<file path="config.mk">
export PLATFORM = sky130hd
export DESIGN_NAME = csr_access_arbiter
export DESIGN_NICKNAME = d
export VERILOG_FILES = /design/src/rtl/csr_arb_pkg.sv /design/src/rtl/csr_access_arbiter_starve.sv /design/src/rtl/csr_access_arbiter.sv
export SDC_FILE = /design/constraint.sdc
export NUM_CORES = 1
export LEC_CHECK = 0
export BUFFER_PORTS_ARGS = -buffer_cell sky130_fd_sc_hd__buf_2
export CAP_MARGIN = 30
export CORE_MARGIN = 8
export CORE_UTILIZATION = 54
export CTS_CLUSTER_SIZE = 30
export DETAILED_ROUTE_END_ITERATION = 16
export PLACE_DENSITY = 0.87
export SLEW_MARGIN = 20
export SYNTH_ARGS = -nofsm -noshare
export SYNTH_HDL_FRONTEND = slang
export SYNTH_HIERARCHICAL = 1
export SYNTH_SLANG_ARGS = --single-unit
</file>
<file path="constraint.sdc">
create_clock -name clk_i -period 5.31 [get_ports clk_i]
set_input_delay 0.2655 -clock clk_i [delete_from_list [all_inputs] [get_ports clk_i]]
set_output_delay 0.2655 -clock clk_i [all_outputs]
set_load 0.01 [all_outputs]
</file>
<file path="src/rtl/csr_arb_pkg.sv">
// rtl/csr_arb_pkg.sv - shared types and counter-select codes for the CSR access arbiter
package csr_arb_pkg;

    typedef enum logic [2:0] {
        IDLE,
        RD_HI1,
        RD_LO,
        RD_HI2,
        RESP
    } state_e;

    localparam logic [1:0] CSR_SEL_CYCLE_LO   = 2'd0;
    localparam logic [1:0] CSR_SEL_CYCLE_HI   = 2'd1;
    localparam logic [1:0] CSR_SEL_INSTRET_LO = 2'd2;
    localparam logic [1:0] CSR_SEL_INSTRET_HI = 2'd3;

    function automatic logic is_read_state(input state_e s);
        return (s == RD_HI1) || (s == RD_LO) || (s == RD_HI2);
    endfunction

endpackage

</file>
<file path="src/rtl/csr_access_arbiter_starve.sv">
// rtl/csr_access_arbiter_starve.sv - saturating starve counter with registered stall request
module csr_starve_ctr #(
    parameter int STARVE_LIMIT = 8
) (
    input  logic clk_i,
    input  logic rst_i,
    input  logic in_read_i,
    input  logic grant_i,
    output logic stall_req_o
);

    localparam int CNT_W = $clog2(STARVE_LIMIT + 2);
    localparam logic [CNT_W-1:0] LIMIT = CNT_W'(STARVE_LIMIT);

    logic [CNT_W-1:0] cnt_q, cnt_d;
    logic             stall_q, stall_d;

    // Saturating at the limit keeps the stall asserted until the FSM is finally granted.
    always_comb begin
        cnt_d = cnt_q;
        if (!in_read_i || grant_i) begin
            cnt_d = '0;
        end else if (cnt_q != LIMIT) begin
            cnt_d = cnt_q + CNT_W'(1);
        end
        stall_d = (cnt_d == LIMIT);
    end

    always_ff @(posedge clk_i or posedge rst_i) begin
        if (rst_i) begin
            cnt_q   <= '0;
            stall_q <= 1'b0;
        end else begin
            cnt_q   <= cnt_d;
            stall_q <= stall_d;
        end
    end

    assign stall_req_o = stall_q;

endmodule

</file>
<file path="src/rtl/csr_access_arbiter.sv">
// rtl/csr_access_arbiter.sv - shares the counter read port between pipeline CSR reads and coherent debug reads
module csr_access_arbiter
    import csr_arb_pkg::*;
#(
    parameter int STARVE_LIMIT = 8,
    parameter int RETRY_CNT_W  = 8
) (
    input  logic                   clk_i,
    input  logic                   rst_i,
    input  logic                   pipe_csr_req_i,
    input  logic [1:0]             pipe_csr_sel_i,
    output logic [31:0]            pipe_csr_data_o,
    input  logic                   dbg_req_valid_i,
    output logic                   dbg_req_ready_o,
    input  logic                   dbg_req_ctr_i,
    output logic                   dbg_rsp_valid_o,
    input  logic                   dbg_rsp_ready_i,
    output logic [63:0]            dbg_rsp_data_o,
    output logic [1:0]             csr_sel_o,
    input  logic [31:0]            csr_data_i,
    output logic                   stall_req_o,
    output logic [RETRY_CNT_W-1:0] retry_cnt_o
);

    state_e                 state_q, state_d;
    logic                   ctr_q, ctr_d;
    logic [31:0]            hi1_q, hi1_d;
    logic [31:0]            lo_q, lo_d;
    logic [63:0]            rsp_data_q, rsp_data_d;
    logic                   rsp_valid_q, rsp_valid_d;
    logic [RETRY_CNT_W-1:0] retry_q, retry_d;

    logic       in_read;
    logic       fsm_grant;
    logic [1:0] lo_sel;
    logic [1:0] hi_sel;
    logic [1:0] fsm_sel;

    assign in_read   = is_read_state(state_q);
    assign fsm_grant = in_read && (!pipe_csr_req_i || stall_req_o);
    assign lo_sel    = ctr_q ? CSR_SEL_INSTRET_LO : CSR_SEL_CYCLE_LO;
    assign hi_sel    = ctr_q ? CSR_SEL_INSTRET_HI : CSR_SEL_CYCLE_HI;
    assign fsm_sel   = (state_q == RD_LO) ? lo_sel : hi_sel;

    assign csr_sel_o       = fsm_grant ? fsm_sel : pipe_csr_sel_i;
    assign pipe_csr_data_o = csr_data_i;
    assign dbg_req_ready_o = (state_q == IDLE) && !rst_i;
    assign dbg_rsp_valid_o = rsp_valid_q;
    assign dbg_rsp_data_o  = rsp_data_q;
    assign retry_cnt_o     = retry_q;

    always_comb begin
        state_d    = state_q;
        ctr_d      = ctr_q;
        hi1_d      = hi1_q;
        lo_d       = lo_q;
        rsp_data_d = rsp_data_q;
        retry_d    = retry_q;
        case (state_q)
            IDLE: begin
                if (dbg_req_valid_i) begin
                    ctr_d   = dbg_req_ctr_i;
                    state_d = RD_HI1;
                end
            end
            RD_HI1: begin
                if (fsm_grant) begin
                    hi1_d   = csr_data_i;
                    state_d = RD_LO;
                end
            end
            RD_LO: begin
                if (fsm_grant) begin
                    lo_d    = csr_data_i;
                    state_d = RD_HI2;
                end
            end
            RD_HI2: begin
                if (fsm_grant) begin
                    if (csr_data_i == hi1_q) begin
                        rsp_data_d = {hi1_q, lo_q};
                        state_d    = RESP;
                    end else begin
                        // A carry crossed into the hi word: the new hi becomes the reference and lo is re-read.
                        hi1_d   = csr_data_i;
                        state_d = RD_LO;
                        if (retry_q != '1) begin
                            retry_d = retry_q + RETRY_CNT_W'(1);
                        end
                    end
                end
            end
            RESP: begin
                if (dbg_rsp_ready_i) begin
                    state_d = IDLE;
                end
            end
            default: state_d = IDLE;
        endcase
        rsp_valid_d = (state_d == RESP);
    end

    always_ff @(posedge clk_i or posedge rst_i) begin
        if (rst_i) begin
            state_q     <= IDLE;
            ctr_q       <= 1'b0;
            hi1_q       <= '0;
            lo_q        <= '0;
            rsp_data_q  <= '0;
            rsp_valid_q <= 1'b0;
            retry_q     <= '0;
        end else begin
            state_q     <= state_d;
            ctr_q       <= ctr_d;
            hi1_q       <= hi1_d;
            lo_q        <= lo_d;
            rsp_data_q  <= rsp_data_d;
            rsp_valid_q <= rsp_valid_d;
            retry_q     <= retry_d;
        end
    end

    csr_starve_ctr #(
        .STARVE_LIMIT(STARVE_LIMIT)
    ) u_starve (
        .clk_i      (clk_i),
        .rst_i      (rst_i),
        .in_read_i  (in_read),
        .grant_i    (fsm_grant),
        .stall_req_o(stall_req_o)
    );

endmodule

</file>
Yosys cells after proc, flatten, opt, wreduce, memory -nomap -nowiden
Index checks and enable logic that the tools add are counted.
- register bits after elaboration: 146
- logic and storage cells: 57
- reductions and logical operators: 16
- add/subtract/negate cells: 2
- bitwise operators: 1
- equality and inequality tests: 12
- multiplexer cells: 17
- operators by type and width (operator ; count):
    2-to-1 mux 32 bit ; 3
    one-hot mux 32 bit (2 select lines) ; 1
    equality test 32 bit ; 1
    2-to-1 mux 3 bit ; 6
    one-hot mux 3 bit (5 select lines) ; 1
    adder 8 x 1 -> 8 bit (second input constant) ; 1
    2-to-1 mux 2 bit ; 4
    2-to-1 mux 4 bit ; 2
    inequality test 8 bit (second input constant) ; 1
    AND reduction 4 bit ; 2
    equality test 3 x 2 -> 1 bit (second input constant) ; 2
    equality test 3 bit (second input constant) ; 2
    inequality test 2 bit (second input constant) ; 3
    adder 4 x 1 -> 4 bit (second input constant) ; 1
    equality test 4 bit (second input constant) ; 1
    logical OR 1 bit ; 4
    inequality test 4 bit (second input constant) ; 1
    AND reduction 2 bit ; 2
    equality test 3 x 1 -> 1 bit (second input constant) ; 1
    zero test 1 bit ; 3
    zero test 3 bit ; 1
    AND reduction 3 bit ; 1
    logical AND 1 bit ; 2
    nonzero test 2 bit ; 1
    inverter 1 bit ; 1

Depth between registers and ports, before layout
- word-level depth: 7
- gate-level depth with buffers: 7
- depth with buffers taken out: 5

Hierarchy
Netlist, hierarchy kept.
- modules (own cells, without submodules) (module ; area an instance (um^2) ; cells an instance ; times used):
    csr_access_arbiter ; 6029.5 ; 417 ; 1
    csr_starve_ctr ; 279.0 ; 26 ; 1

Worst setup path before layout
Ideal clock, no wire load.
- path type: flip-flop to flip-flop
- start point: register hi1_q[24]
- end point: register rsp_data_q[22], in the netlist dbg_rsp_data_o[22]
- clock period less this slack: 2098 ps
- stages on the path, launching flop included: 8
- arrival time: 1971 ps
- path slack: 3212 ps
- library setup time: 128 ps
- data required time: 5182 ps
- cell sequence: dfrtp_1 > xnor2_1 > nand4_1 > nor4_4 > nand3_1 > buf_2 > buf_4 > mux2_1
- word-level cells in the longest chain between the ends: 2
- RTL lines (element ; RTL line ; source):
    start: declaration ; csr_access_arbiter.sv:27 ; logic [31:0] hi1_q, hi1_d;
    start signal: assignment ; csr_access_arbiter.sv:115 ; hi1_q <= hi1_d;
    equality test 32 bit ; csr_access_arbiter.sv:80 ; if (csr_data_i == hi1_q) begin
    AND reduction 3 bit (no source line) ; -- ;
    end signal: assignment ; csr_access_arbiter.sv:117 ; rsp_data_q <= rsp_data_d;
    end: declaration ; csr_access_arbiter.sv:29 ; logic [63:0] rsp_data_q, rsp_data_d;
No other way between the ends.
A chain may end at the register's enable or synchronous reset.

Worst setup path in the final report
- start point: register hi1_q[24]
- end point: register rsp_data_q[15], in the netlist dbg_rsp_data_o[15]
The elaborated chain is that of the path after synthesis.

==> run summary <==
Finished Layout Cells: 721
Post-DP HPWL: 9580 um
Hold Path Class: in2reg
fin crit share: 57.4%
CTS sink count: 146
worst-path cell chain: xnor2_1 > nand4_1 > nor4_4 > nand3_4 > buf_12 > mux2_1
H-tree levels: 4
CTS max path bufs: 2
Setup violations, final: 0
clock skew: 0.00659 ns
gr ovfl total: 0
DR WL met3: 942 um
P&R area growth vs syn: 20.2%
worst-skew pair later-pin latency: 0.41 ns
most frequent cells in the layout: 148 x buf_2, 146 x dfrtp_1, 92 x mux2_2
Core ar.: 11400 um^2
ANT nets after route: 0
final hold slack: 0.0861 ns
CP required: 5.60 ns
synth warn: 6
met2 WL: 6580 um
Worst Tran Pin Value: 0.775 ns
vias: 3903
leading area contributor after synthesis: dfrtp_1
Peak VDD IR: 0.239 mV
startpoint types: flop
Highest Signal Layer: met4
area share of the largest cell type after synthesis: 57.9%
CTS tree: done
commonest non-fill, non-tap cell in the layout: buf_2
Crit. End Element: flop
fin util: 66.4%
DRC errors left: 0
syn nets: 486
status: finished, final reports clean
CTS Root Cell: clkbuf_16
Die H: 124 um
FMAX: 328 MHz
Post-Syn Area per Cell: 14.2 um^2
Synth area leaders: dfrtp_1 58%, mux2_2 16%, mux2_1 7.0%, xnor2_1 4.7%, buf_4 4.3%
nets: 609
Initial Util: 55.2%
final WL: 13400 um
placed cell count: 689
first-pass GRT wire length: 22000 um
wire per inst: 18.6 um
die width: 124 um
M1 WL: 5660 um
vias per inst: 5.41
Worst Path Arrival: 3.34 ns
Inserted Clock Buffers: 17
Die ar.: 15400 um^2
initial antenna violation count: 0
GPL Wtd Cong: 0.778
share of layout cells above drive strength 1: 48.4%
Post-Syn Area: 6310 um^2
design area: 7580 um^2
All-Layer GR Usage: 18.6%
Hold Fails Final Rpt: 0
fin crit period: 3.05 ns
largest net degree at the start of global routing: 81
First-pass DRT Iterations: 5
setup TNS: 0 ns
I/O Buffers: 148
Synth cell types: 33
CP peak stage delay: 0.71 ns
pwr dens: 406 nW/um^2
Crit Path Class: reg2reg
Final WS setup: 2.26 ns
Tot Pwr: 3.08 mW
RSZ-0062 raised after global routing: false
max-cap violations: 0
post-cts sizing count: 0
leakage dissipation: 3.88 nW
Slew headroom: 48.4%
slowest library cell on the worst path: nor4_4
Slew Limit Fails: 0
Cell Area, Placed: 7010 um^2
Worst Path Max Fanout: 36
initial drt markers: 242
Antenna diodes: 0
Core Rows: 39
Ports: 149
sequential area share after synthesis: 57.9%
clock-pin slew on the worst setup and hold paths: 0.06 ns
pre-CTS WS: 2.31 ns
Synth Register Bits: 146
Post-Syn Instances: 443
vias in the first global route: 4325
-- metal layers --
| metal | vias up | GRT usage, % |
|---|---|---|
| li1 | 1764 | - |
| met1 | 1994 | 22.9 |
| met2 | 126 | 29.9 |
| met3 | 19 | 6.30 |
| met4 | 0 | 6.84 |
| met5 | - | 0 |
-- synthesized netlist by cell type --
library cell / instances
ha_1: 3
nand3_1: 5
inv_1: 8
nand2b_1: 2
mux2_2: 92
buf_4: 36
nor4_1: 1
a21oi_1: 6
mux2_1: 39
nand2_1: 6
a311oi_1: 1
xor2_1: 7
nand3b_4: 1
nand3b_1: 2
nor4b_2: 1
nand4_1: 8
o21a_1: 1
nor2b_1: 2
nor3_1: 2
a2111oi_2: 1
nor4_4: 2
dfrtp_1: 146
clkbuf_1: 9
a2111oi_0: 2
a31oi_1: 1
o21ai_1: 1
nor2_1: 12
buf_2: 4
xnor2_1: 34
a211oi_1: 5
mux2i_1: 1
and4_1: 1
or2_2: 1
-- worst paths after layout --
check	from	end	slack, ns	cells after the start
max	hi1_q[24]	dbg_rsp_data_o[15]	2.26	6
min	dbg_req_ctr_i	ctr_q	0.09	2
max reg2reg	hi1_q[24]	dbg_rsp_data_o[15]	2.26	6
min reg2reg	dbg_rsp_data_o[19]	dbg_rsp_data_o[19]	0.48	1
max in group asynchronous	rst_i	dbg_rsp_data_o[49]	3.75	4
min in group asynchronous	rst_i	u_starve/cnt_q[1]	0.35	3
-- critical path: cells and delay by family (launching register included) --
family / cells / cell delay, ns
xor+xnor: 1 / 0.26
simple gates: 3 / 1.51
mux: 1 / 0.35
buf+inv: 1 / 0.37
flops: 1 / 0.40
-- kinds of logic (layout without fill, tap and decap cells) --
logic type / after synthesis / count (layout) / synth area share [%]
compound gates: 18 / 18 / 2.02
buf+inv: 57 / 192 / 5.61
fa+ha+maj: 3 / 3 / 0.595
flops: 146 / 146 / 57.9
mux: 132 / 132 / 23.5
xor+xnor: 41 / 41 / 5.69
simple gates: 46 / 46 / 4.62
-- cell type report --
type	instances	area [um^2]
multi-input combinational	240	2340
sequential	146	3650
fill	831	3840
tap	143	179
clock inverter	5	50.0
clock buffer	26	509
inverter	8	35.0
timing repair buffer	153	817
-- power breakdown --
part | internal, mW | switching (mW) | leakage, nW | total [mW]
sequential | 1.30 | 0.152 | 1.87 | 1.46
clock | 0.701 | 0.422 | 0.280 | 1.12
combinational | 0.278 | 0.225 | 1.73 | 0.503
-- timing repair --
action / in CTS / in global routing
hold buffers: 1 / 0
hold endpoints to repair: 66 / 0
setup endpoints to repair: 0 / 0
setup buffers: 0 / 0
-- sequential cells by signal (all words and copies together) (netlist names) --
name,cells
dbg_rsp_data_o,64
hi1_q,32
lo_q,32
retry_cnt_o,8
u_starve/cnt_q,4
state_q,3
ctr_q,1
dbg_rsp_valid_o,1
u_starve/stall_req_o,1
Power figures use the tool's default switching activity.
